[config.mk]
export PLATFORM = sky130hd
export DESIGN_NAME = axis_spi_arbiter
export DESIGN_NICKNAME = d
export VERILOG_FILES = /design/src/rtl/axis_spi_arbiter.sv
export SDC_FILE = /design/constraint.sdc
export NUM_CORES = 1
export LEC_CHECK = 0
export ABC_AREA = 1
export CAP_MARGIN = 20
export CORE_MARGIN = 2
export CORE_UTILIZATION = 55
export CTS_BUF_LIST = sky130_fd_sc_hd__clkbuf_4
export DETAILED_ROUTE_END_ITERATION = 8
export PLACE_DENSITY = 0.88
export SLEW_MARGIN = 10
export SYNTH_ARGS = -nofsm -noshare
export SYNTH_HDL_FRONTEND = slang
export SYNTH_SLANG_ARGS = --single-unit
[constraint.sdc]
create_clock -name clk_i -period 6.7 [get_ports clk_i]
set_clock_uncertainty 0.2 [all_clocks]
set_input_delay 1.34 -clock clk_i [delete_from_list [all_inputs] [get_ports clk_i]]
set_output_delay 1.34 -clock clk_i [all_outputs]
set_load 0.03 [all_outputs]
[src/rtl/axis_spi_arbiter.sv]
// Purpose: shares one SPI master between NUM_REQ AXI-Stream requesters, round-robin per frame.
// Latency: grant registered one cycle after arbitration; TX and RX paths are combinational passthrough.
// Backpressure: TX ready and RX ready pass straight through to/from the granted requester only.
module axis_spi_arbiter #(
    parameter int NUM_REQ    = 4,
    parameter int DATA_WIDTH = 8,
    parameter int SLAVE_NUM  = 4,
    parameter int ADDR_W     = (SLAVE_NUM > 1) ? $clog2(SLAVE_NUM) : 1,
    parameter logic [NUM_REQ*ADDR_W-1:0] REQ_ADDR = '0,
    parameter int MAX_BURST  = 16,
    parameter int GAP_CYCLES = 4
) (
    input  logic                          clk_i,
    input  logic                          rst_i,
    input  logic [NUM_REQ*DATA_WIDTH-1:0] req_tdata_i,
    input  logic [NUM_REQ-1:0]            req_tvalid_i,
    input  logic [NUM_REQ-1:0]            req_tlast_i,
    output logic [NUM_REQ-1:0]            req_tready_o,
    output logic [DATA_WIDTH-1:0]         rsp_tdata_o,
    output logic [NUM_REQ-1:0]            rsp_tvalid_o,
    input  logic [NUM_REQ-1:0]            rsp_tready_i,
    output logic [DATA_WIDTH-1:0]         m_tdata_o,
    output logic                          m_tvalid_o,
    input  logic                          m_tready_i,
    input  logic [DATA_WIDTH-1:0]         s_tdata_i,
    input  logic                          s_tvalid_i,
    output logic                          s_tready_o,
    output logic [ADDR_W-1:0]             addr_o,
    output logic [NUM_REQ-1:0]            grant_o,
    output logic                          busy_o,
    output logic                          trunc_o
);

    localparam int PW = (NUM_REQ > 1) ? $clog2(NUM_REQ) : 1;
    localparam int CW = $clog2(MAX_BURST + 1);

    typedef enum logic [1:0] {
        S_IDLE  = 2'd0,
        S_XFER  = 2'd1,
        S_DRAIN = 2'd2,
        S_GAP   = 2'd3
    } state_t;

    state_t               r_state;
    state_t               w_state_nxt;
    logic [NUM_REQ-1:0]   r_grant;
    logic [PW-1:0]        r_gidx;
    logic [PW-1:0]        r_ptr;
    logic [ADDR_W-1:0]    r_addr;
    logic [CW-1:0]        r_beat;
    logic [CW-1:0]        r_outst;
    logic [31:0]          r_gap;
    logic                 r_trunc;

    logic [PW-1:0]        w_win;
    logic [PW-1:0]        w_cand;
    logic [NUM_REQ-1:0]   w_win_oh;
    logic                 w_found;
    logic                 w_route;
    logic                 w_tx_hs;
    logic                 w_rx_hs;
    logic                 w_last;
    logic                 w_burst_end;

    // Response routing is live while a grant is held (transfer and drain).
    assign w_route     = (r_state == S_XFER) || (r_state == S_DRAIN);
    assign w_tx_hs     = m_tvalid_o & m_tready_i;
    assign w_rx_hs     = w_route & s_tvalid_i & s_tready_o;
    assign w_last      = req_tlast_i[r_gidx];
    assign w_burst_end = (r_beat == CW'(MAX_BURST - 1));

    assign rsp_tdata_o = s_tdata_i;
    assign grant_o     = r_grant;
    assign addr_o      = r_addr;
    assign busy_o      = (r_state != S_IDLE);
    assign trunc_o     = r_trunc;

    // Round-robin search starting one past the last winner, wrapping.
    always_comb begin
        w_win    = r_ptr;
        w_cand   = r_ptr;
        w_found  = 1'b0;
        w_win_oh = '0;
        for (int k = 1; k <= NUM_REQ; k++) begin
            w_cand = PW'((int'(r_ptr) + k) % NUM_REQ);
            if (!w_found && req_tvalid_i[w_cand]) begin
                w_win   = w_cand;
                w_found = 1'b1;
            end
        end
        w_win_oh[w_win] = 1'b1;
    end

    // TX and RX forwarding for the granted requester; strays are sunk while no grant is held.
    always_comb begin
        req_tready_o = '0;
        m_tvalid_o   = 1'b0;
        m_tdata_o    = req_tdata_i[r_gidx*DATA_WIDTH +: DATA_WIDTH];
        rsp_tvalid_o = '0;
        s_tready_o   = 1'b1;
        if (r_state == S_XFER) begin
            m_tvalid_o           = req_tvalid_i[r_gidx];
            req_tready_o[r_gidx] = m_tready_i;
        end
        if (w_route) begin
            rsp_tvalid_o[r_gidx] = s_tvalid_i;
            s_tready_o           = rsp_tready_i[r_gidx];
        end
    end

    // Next-state logic: frame end or burst limit closes TX; drain waits for every response.
    always_comb begin
        w_state_nxt = r_state;
        case (r_state)
            S_IDLE: begin
                if (w_found) w_state_nxt = S_XFER;
            end
            S_XFER: begin
                if (w_tx_hs && (w_last || w_burst_end)) w_state_nxt = S_DRAIN;
            end
            S_DRAIN: begin
                if (r_outst == '0) w_state_nxt = (GAP_CYCLES == 0) ? S_IDLE : S_GAP;
            end
            S_GAP: begin
                if (r_gap >= 32'(GAP_CYCLES - 1)) w_state_nxt = S_IDLE;
            end
            default: w_state_nxt = S_IDLE;
        endcase
    end

    // State register.
    always_ff @(posedge clk_i) begin
        if (rst_i) r_state <= S_IDLE;
        else       r_state <= w_state_nxt;
    end

    // Grant, address, pointer, beat/outstanding counters, gap timer and truncation pulse.
    always_ff @(posedge clk_i) begin
        if (rst_i) begin
            r_grant <= '0;
            r_gidx  <= '0;
            r_ptr   <= PW'(NUM_REQ - 1);
            r_addr  <= '0;
            r_beat  <= '0;
            r_outst <= '0;
            r_gap   <= '0;
            r_trunc <= 1'b0;
        end else begin
            r_trunc <= w_tx_hs && w_burst_end && !w_last;

            if ((r_state == S_IDLE) && w_found) begin
                r_grant <= w_win_oh;
                r_gidx  <= w_win;
                r_ptr   <= w_win;
                r_addr  <= REQ_ADDR[w_win*ADDR_W +: ADDR_W];
                r_beat  <= '0;
            end else if (w_tx_hs) begin
                r_beat  <= r_beat + 1'b1;
            end

            // Grant drops as soon as drain finishes; address is left as-is.
            if ((r_state == S_DRAIN) && (w_state_nxt != S_DRAIN)) r_grant <= '0;

            case ({w_tx_hs, w_rx_hs})
                2'b10:   r_outst <= r_outst + 1'b1;
                2'b01:   if (r_outst != '0) r_outst <= r_outst - 1'b1;
                default: r_outst <= r_outst;
            endcase

            if (r_state == S_GAP) r_gap <= r_gap + 32'd1;
            else                  r_gap <= '0;
        end
    end

endmodule

Word-level counts from Yosys, hierarchy flattened
Cells that the tools add are included. Widths: inputs -> output; s select.

Add/sub/neg operators: 8. $lt $le $gt $ge: 9. Equal/unequal tests: 8. Shift-type cells: 2. Muxes and demuxes: 37. Bitwise logic cells: 6. Reductions and logical operators: 25.

Operator list (number): $add 32x1->32 const B (1); $ge 32x2->1 const B (1); $shiftx 32x6->8 (1); $lt 2x3->1 const B (6); $mux 2 (8); $mux 1 (15); $bmux 1 s2 (7); $add 5x1->5 const B (2); $logic_and 1x1->1 (10); $pmux 5 s2 (1); $and 4x4->4 (2); $mux 4 (2); $pmux 2 s4 (1); $shiftx 8x4->2 const A (1); $eq 2x2->1 const B (3); $reduce_or 2->1 (3); $eq 5x4->1 const B (1); $logic_not 5->1 (1); $mux 5 (1); $reduce_bool 5->1 (1); $sub 5x1->5 const B (1); $add 2x1->2 const B (2); $add 2x2->2 const B (2); $demux 1 s2 (2); 10 further kinds (20).

Register bits: 55.

Depth between registers and ports, before layout
Gate-level depths: netlist of the first run.

Depth in word-level cells: 18. Gate-level depth with buffers: 16.

Worst setup path after synthesis of the first run
OpenSTA, ideal clock, no wires.

Kind: input to output. Start: in req_tvalid_i[3]. End: out m_tvalid_o. Arrival time: 1.932 ns. Required time: 5.160 ns. Setup slack: 3.228 ns. Stages: 4. Path buffers: 0. Cell sequence: nand3_1 > nand2_1 > nor2_2 > nor2_1.

Word-level cells in the longest chain between the ends: 3.

RTL lines: start: declaration (line 16) `input logic [NUM_REQ-1:0] req_tvalid_i,`; $bmux 1 s2 (line 102) `m_tvalid_o = req_tvalid_i[r_gidx];`; $mux 1 (not written as such) (line 102); $mux 1 (line 101) `if (r_state == S_XFER) begin`; end: declaration (line 23) `output logic m_tvalid_o,`.

No other way between the ends. The select of a mux whose other input is x is not followed.

Final worst setup path of the first run
Start: in req_tvalid_i[1]. End: out m_tvalid_o.

The elaborated chain is that of the path after synthesis.

==> qor.csv, run 1 <==
stage,metric,value,unit
yosys,synthMuxAreaShare,0,
clock_network,cts_sinks,53,
route,drc,0,
pwr,combPwrFrac,0.559,
timing,slew_violations,0,
clock_network,cts_max_path_buffers,2,
timing,tns,0,ns
setup_path,crit_required,5.16,ns
place,place_inst,706,
timing,min_period_over_period,0.656,
floorplan,start_util,0.570,
clock_network,post_cts_resize_count,0,
pwr,p_per_area,294,nW/µm²
global_route,grt_start_max_net_pins,18,
yosys,yosysSeqAreaShare,0.293,
yosys,yosysMostFrequentCell,nand2_1,
yosys,synthCells,574,
floorplan,io-pin-count,90,
route,drt-pass1-iter-count,5,
global_route,grtUsageTotal,0.261,
pwr,intPower,690,µW
yosys,synth_area_leaders,"dfxtp_1 29%, nand2_1 16%, nor2_1 8.3%, inv_1 7.1%, a21oi_1 4.6%",
setup_path,path_class,input pin to output pin,
clock_network,postCtsSetupRepairBufs,0,
timing,finalSetupViolations,0,
layout,fin_nets,704,
yosys,yosys.area_share.simple,0.412,
floorplan,die_h,85.1,µm
floorplan,rows,29,
pwr,p_sw,599,µW
layout,area_growth,21.3,%
floorplan,die-area,7240,µm²
setup_path,crit_fanout,3,
yosys,synthAdderAreaFrac,0.0436,
route,vias,3760,
floorplan,die_x,85.1,µm
clock_network,ctsHoldBuffers,0,
yosys,synth_top_family_by_area,simple AND/OR/NAND/NOR gates,
setup_path,critPathCaptureType,output pin,
route,initialDrtViolationCount,222,
yosys,ys_seq_elements,53,
timing,worstMarginPinSlew,0.657,ns
pwr,finalPower,1.29,mW
yosys,synth.avg_cell_area,6.30,µm²
setup_path,critPathArrivalTime,2.86,ns
yosys,synth_flop_cell,dfxtp_1,
pwr,power.share.switching,0.465,
yosys,ys_async_sr_fraction,0,
yosys,synth_edf_count,0,
timing,max_freq,228,MHz
global_route,globalRouteOverflowTotal,0,
global_route,grt_pass1_vias,3590,
place,hpwlAfterDp,7.43,mm
place,gp_congestion,0.991,
clock_network,numCtsBuffers,5,
clock_network,clkLatencyLatePin,0.39,ns
global_route,antenna_found_initial,0,
hold_path,min_path_type,flop to flop,
pwr,ir_drop,282,µV
yosys,synth_xor_area_frac,0.0194,
clock_network,cts.clk_slew.worst_paths,0.16,ns
timing,relSlewSlack,0.561,
yosys,ys_warn_count,0,
run_status,status,completed,
clock_network,cts_tree,built,
layout,layout-drive-gt1-share,0.0691,
yosys,synth_compound_gate_area_share,0.117,
clock_network,htree_levels,2,
run,cap_violations,0,
layout,diodes,0,
timing,min_period,4.40,ns
setup_path,start_kind,input pin,
yosys,synth.distinct_cells,41,
pwr,pwr-share-clk,0.142,
clock_network,cts_root_buf,clkbuf_4,
yosys,netlist_top_cells_count,"158 x nand2_1, 80 x nor2_1, 68 x inv_1",
layout,layoutNonFillerInstCount,714,
route,wirelength,9.36,mm
yosys,yosys.area.top_type,dfxtp_1,
route,drt-vias-per-instance,5.27,
route,wl_per_cell,13.1,µm
route,ant_nets,0,
timing,rsz0062_at_grt,false,
pwr,seq_power_share,0.299,
place,io_buffers,71,
yosys,syn_area,3620,µm²
floorplan,core-area,6350,µm²
pwr,cellLeakagePower,1.72,nW
timing,finalHoldViolCount,0,
yosys,synth.top_cell.area_share,0.293,
global_route,grt_pass1_wl,15.7,mm
## kinds of logic (layout without fill, tap and decap cells)
kind of cell / Yosys count / in the layout
flip-flops: 53 / 53
adder cells (fa/ha/maj): 12 / 12
other: 1 / 2
AND/OR/NAND/NOR: 331 / 331
AO/OA/AOI/OAI: 75 / 75
buffers and inverters: 94 / 156
XOR/XNOR: 8 / 8
## registers in the layout, indices dropped and copies added, names as in the netlist
register and count:
r_gap 32, r_beat 5, r_outst 5, grant_o 4, r_gidx 2, r_ptr 2, r_state 2, trunc_o 1
## per-layer routing
metal,part of all wire,vias to the layer above,global-route usage
met4,0.026,0,0.0967
met3,0.046,29,0.0389
li1,-,1940,-
met5,0,-,0
met1,0.44,1679,0.342
met2,0.49,112,0.435
## power groups by stage
stage | clock (mW) | combinational (mW) | sequential [mW]
after floorplan | 0 | 0.535 | 0.378
after global placement | 0 | 0.697 | 0.391
after detailed placement | 0 | 0.713 | 0.392
after CTS | 0.185 | 0.717 | 0.385
after global routing | 0.194 | 0.801 | 0.390
final | 0.183 | 0.720 | 0.386
## final cells by class
cell class | instances | area (µm²)
fillers | 539 | 1960
inverters | 77 | 294
multi-input cells | 428 | 2150
repair buffers | 71 | 711
flip-flops and latches | 53 | 1060
well taps | 77 | 96.3
clock buffers | 5 | 37.5
clock inverters | 3 | 41.3
## cells in the final DEF, fill, tap and decap left out, drive strengths merged
cell type / n
a211oi: 1
a21boi: 1
a21oi: 33
a22oi: 11
and2: 1
and3: 1
bufinv: 1
clkbuf: 5
clkdlybuf4s50: 71
clkinv: 2
clkinvlp: 1
conb: 2
dfxtp: 53
fa: 1
ha: 11
inv: 76
nand2: 165
nand3: 32
nand4: 13
nor2: 91
nor2b: 1
nor3: 15
nor4: 4
o211ai: 2
o21a: 3
o21ai: 23
o22ai: 1
or2: 8
xnor2: 3
xor2: 5
## worst paths after layout
kind,from,to,slack (ns),cells after the start
setup / recovery,req_tvalid_i[1],m_tvalid_o,2.30,6
hold / removal,r_beat[4],r_beat[4],0.28,2
setup reg to reg,r_gidx[0],r_outst[4],3.69,14
hold reg to reg,r_beat[4],r_beat[4],0.28,2
## worst max-delay path, cell delays in order
cell	delay, ns
clkdlybuf4s50_1	0.52
nand3_1	0.09
nand2_1	0.10
nor2_2	0.05
nor2_1	0.08
clkdlybuf4s50_1	0.68
## through the flow
stage	utilization	hold WS, ns	cell area, µm²	worst slack [ns]
final	0.691	0.279	4390	2.30
after floorplan	-	0.240	3620	3.23
after detailed placement	0.679	0.261	4310	2.31
after global placement	0.679	0.249	4310	2.33
after CTS	0.691	0.281	4390	2.31
after global routing	0.691	0.321	4390	2.20
Power figures use the tool's default switching activity.
==> run 2, diff against run 1 <==
CORE_UTILIZATION = 46   (was 55)
PLACE_DENSITY = 0.78   (was 0.88)
clock period = 3.7 ns   (was 6.7 ns; I/O delays follow)
==> qor.csv, run 2 (same netlist as run 1, synthesis figures left out) <==
stage,metric,value,unit,change
global_route,antenna_found_initial,0,,unchanged
floorplan,die-area,8590,µm²,+19%
global_route,grt_start_max_net_pins,18,,unchanged
floorplan,core-area,7690,µm²,+21%
global_route,grt_pass1_wl,15.2,mm,-3.1%
floorplan,start_util,0.471,,-0.0991
layout,final_common_cell,nand2_1,,
floorplan,rows,32,,+10%
route,wirelength,9.30,mm,-0.56%
pwr,combPwrFrac,0.565,,+0.006
layout,diodes,0,,unchanged
layout,layout-drive-gt1-share,0.0706,,+0.00157
setup_path,critPathBufInv,3,,+1
floorplan,die_x,92.7,µm,+8.9%
pwr,pwr-share-clk,0.135,,-0.007
setup_path,slowest_stage,clkdlybuf4s50_1,,
timing,max_freq,308,MHz,
run_status,status,completed,,
timing,min_period_over_period,0.877,,
timing,slew_violations,0,,unchanged
pwr,p_per_area,528,nW/µm²,+80%
route,drt-pass1-iter-count,6,,+1
timing,hold_ws,0.275,ns,-0.00467 ns
clock_network,ctsHoldBuffers,0,,unchanged
route,wl_per_cell,12.6,µm,-3.9%
global_route,grt_pass1_vias,3325,,-7.4%
setup_path,start_kind,flop,,
timing,tns,0,ns,unchanged
layout,fin_nets,705,,+0.14%
pwr,intPower,1.25,mW,+81%
setup_path,cp_cell_sequence,inv_2 > nor2_4 > nand2_1 > nand4_1 > inv_1 > nand2_1 > clkdlybuf4s50_1,,
pwr,ir_drop,486,µV,+73%
clock_network,cts.clk_slew.worst_paths,0.15,ns,about the same
layout,area_growth,22.2,%,
layout,final_cell_mix,"158 x nand2_1, 80 x nor2_1, 71 x clkdlybuf4s50_1, 68 x inv_1, 53 x dfxtp_1",,
route,ant_nets,0,,unchanged
timing,relSlewSlack,0.592,,+0.0311
setup_path,crit_fanout,10,,+7
setup_path,crit_required,2.76,ns,-2.40 ns
pwr,seq_power_share,0.299,,about the same
route,drt-vias-per-instance,5.03,,-4.5%
clock_network,htree_levels,2,,unchanged
layout,largest_reg_flops,32,,unchanged
timing,rsz0062_at_grt,false,,
timing,finalSetupViolations,0,,unchanged
clock_network,cts_tree,built,,
clock_network,post_cts_resize_count,0,,unchanged
layout,top_register,r_gap,,
pwr,p_sw,1.08,mW,+81%
route,vias,3716,,-1.2%
hold_path,min_path_type,flop to flop,,
place,gp_congestion,0.912,,-7.9%
route,initialDrtViolationCount,198,,-11%
place,io_buffers,71,,unchanged
setup_path,crit_family,buffers and inverters,,
clock_network,cts_max_path_buffers,2,,unchanged
setup_path,critPathMaxStageDelay,0.67,ns,about the same
setup_path,r2r_slack,0.75,ns,-2.94 ns
clock_network,postCtsSetupRepairBufs,0,,unchanged
global_route,globalRouteOverflowTotal,0,,unchanged
setup_path,critPathCaptureType,output pin,,
clock_network,clkLatencyLatePin,0.37,ns,-0.02 ns
run,cap_violations,0,,unchanged
layout,largest_registers,"r_gap: 32 flops, r_beat: 5 flops, r_outst: 5 flops",,
floorplan,io-pin-count,90,,unchanged
floorplan,die_h,92.7,µm,+8.9%
layout,fillers,756,,+40%
route,drc,0,,unchanged
timing,min_period,3.25,ns,
timing,finalHoldViolCount,0,,unchanged
setup_path,critPathMostFrequentCell,nand2_1,,
timing,worstMarginPinSlew,0.606,ns,-0.0507 ns
place,hpwlAfterDp,7.43,mm,about the same
setup_path,critPathArrivalTime,2.31,ns,-0.55 ns
clock_network,numCtsBuffers,5,,unchanged
clock_network,cts_sinks,53,,unchanged
global_route,grtUsageTotal,0.216,,-0.0442
pwr,cellLeakagePower,1.73,nW,+0.37%
pwr,power.share.switching,0.465,,about the same
clock_network,cts_root_buf,clkbuf_4,,
setup_path,path_class,flop to output pin,,
run 2: worst paths after layout:
check	from	cells past startpoint	to
setup / recovery	r_gidx[0]	7	s_tready_o
hold / removal	r_beat[4]	2	r_beat[4]
setup reg to reg	r_gidx[0]	14	r_outst[4]
hold reg to reg	r_beat[4]	2	r_beat[4]
run 2: tightest hold or removal path: stages, from the launching register on:
cell,delay (ns)
dfxtp_1,0.34
nand2_1,0.06
a21oi_1,0.05
run 2: final cells by class:
type	count	area (µm²)	share of cell area
multi-input combinational	428	2150	0.486
sequential	53	1060	0.240
timing repair buffer	72	718	0.162
inverter	77	294	0.0665
tap	102	128	0.0289
clock buffer	5	37.5	0.00849
clock inverter	2	35.0	0.00793
run 2: power by group through the flow:
stage,clock network (mW),logic (mW),registers (mW)
final,0.316,1.32,0.699
after global routing,0.347,1.45,0.709
after CTS,0.324,1.32,0.698
after detailed placement,0,1.31,0.711
after global placement,0,1.28,0.708
after floorplan,0,0.968,0.684
run 2: routing by layer:
| metal | global-route usage | part of all wire | up-vias |
|---|---|---|---|
| met5 | 0 | 0 | - |
| met4 | 0.0588 | 0.012 | 0 |
| met3 | 0.0260 | 0.030 | 11 |
| met2 | 0.358 | 0.48 | 68 |
| met1 | 0.299 | 0.48 | 1684 |
| li1 | - | - | 1953 |
run 2: per-stage QoR:
step	instance area, µm²	cells	power, mW	utilization	worst slack (ns)
2_1_floorplan	3620	575	1.65	-	1.05
3_3_place_gp	4350	732	1.98	0.566	0.466
3_5_place_dp	4350	732	2.02	0.566	0.321
4_1_cts	4420	739	2.34	0.575	0.445
5_1_grt	4420	739	2.51	0.575	0.308
6_report	4420	739	2.33	0.575	0.454
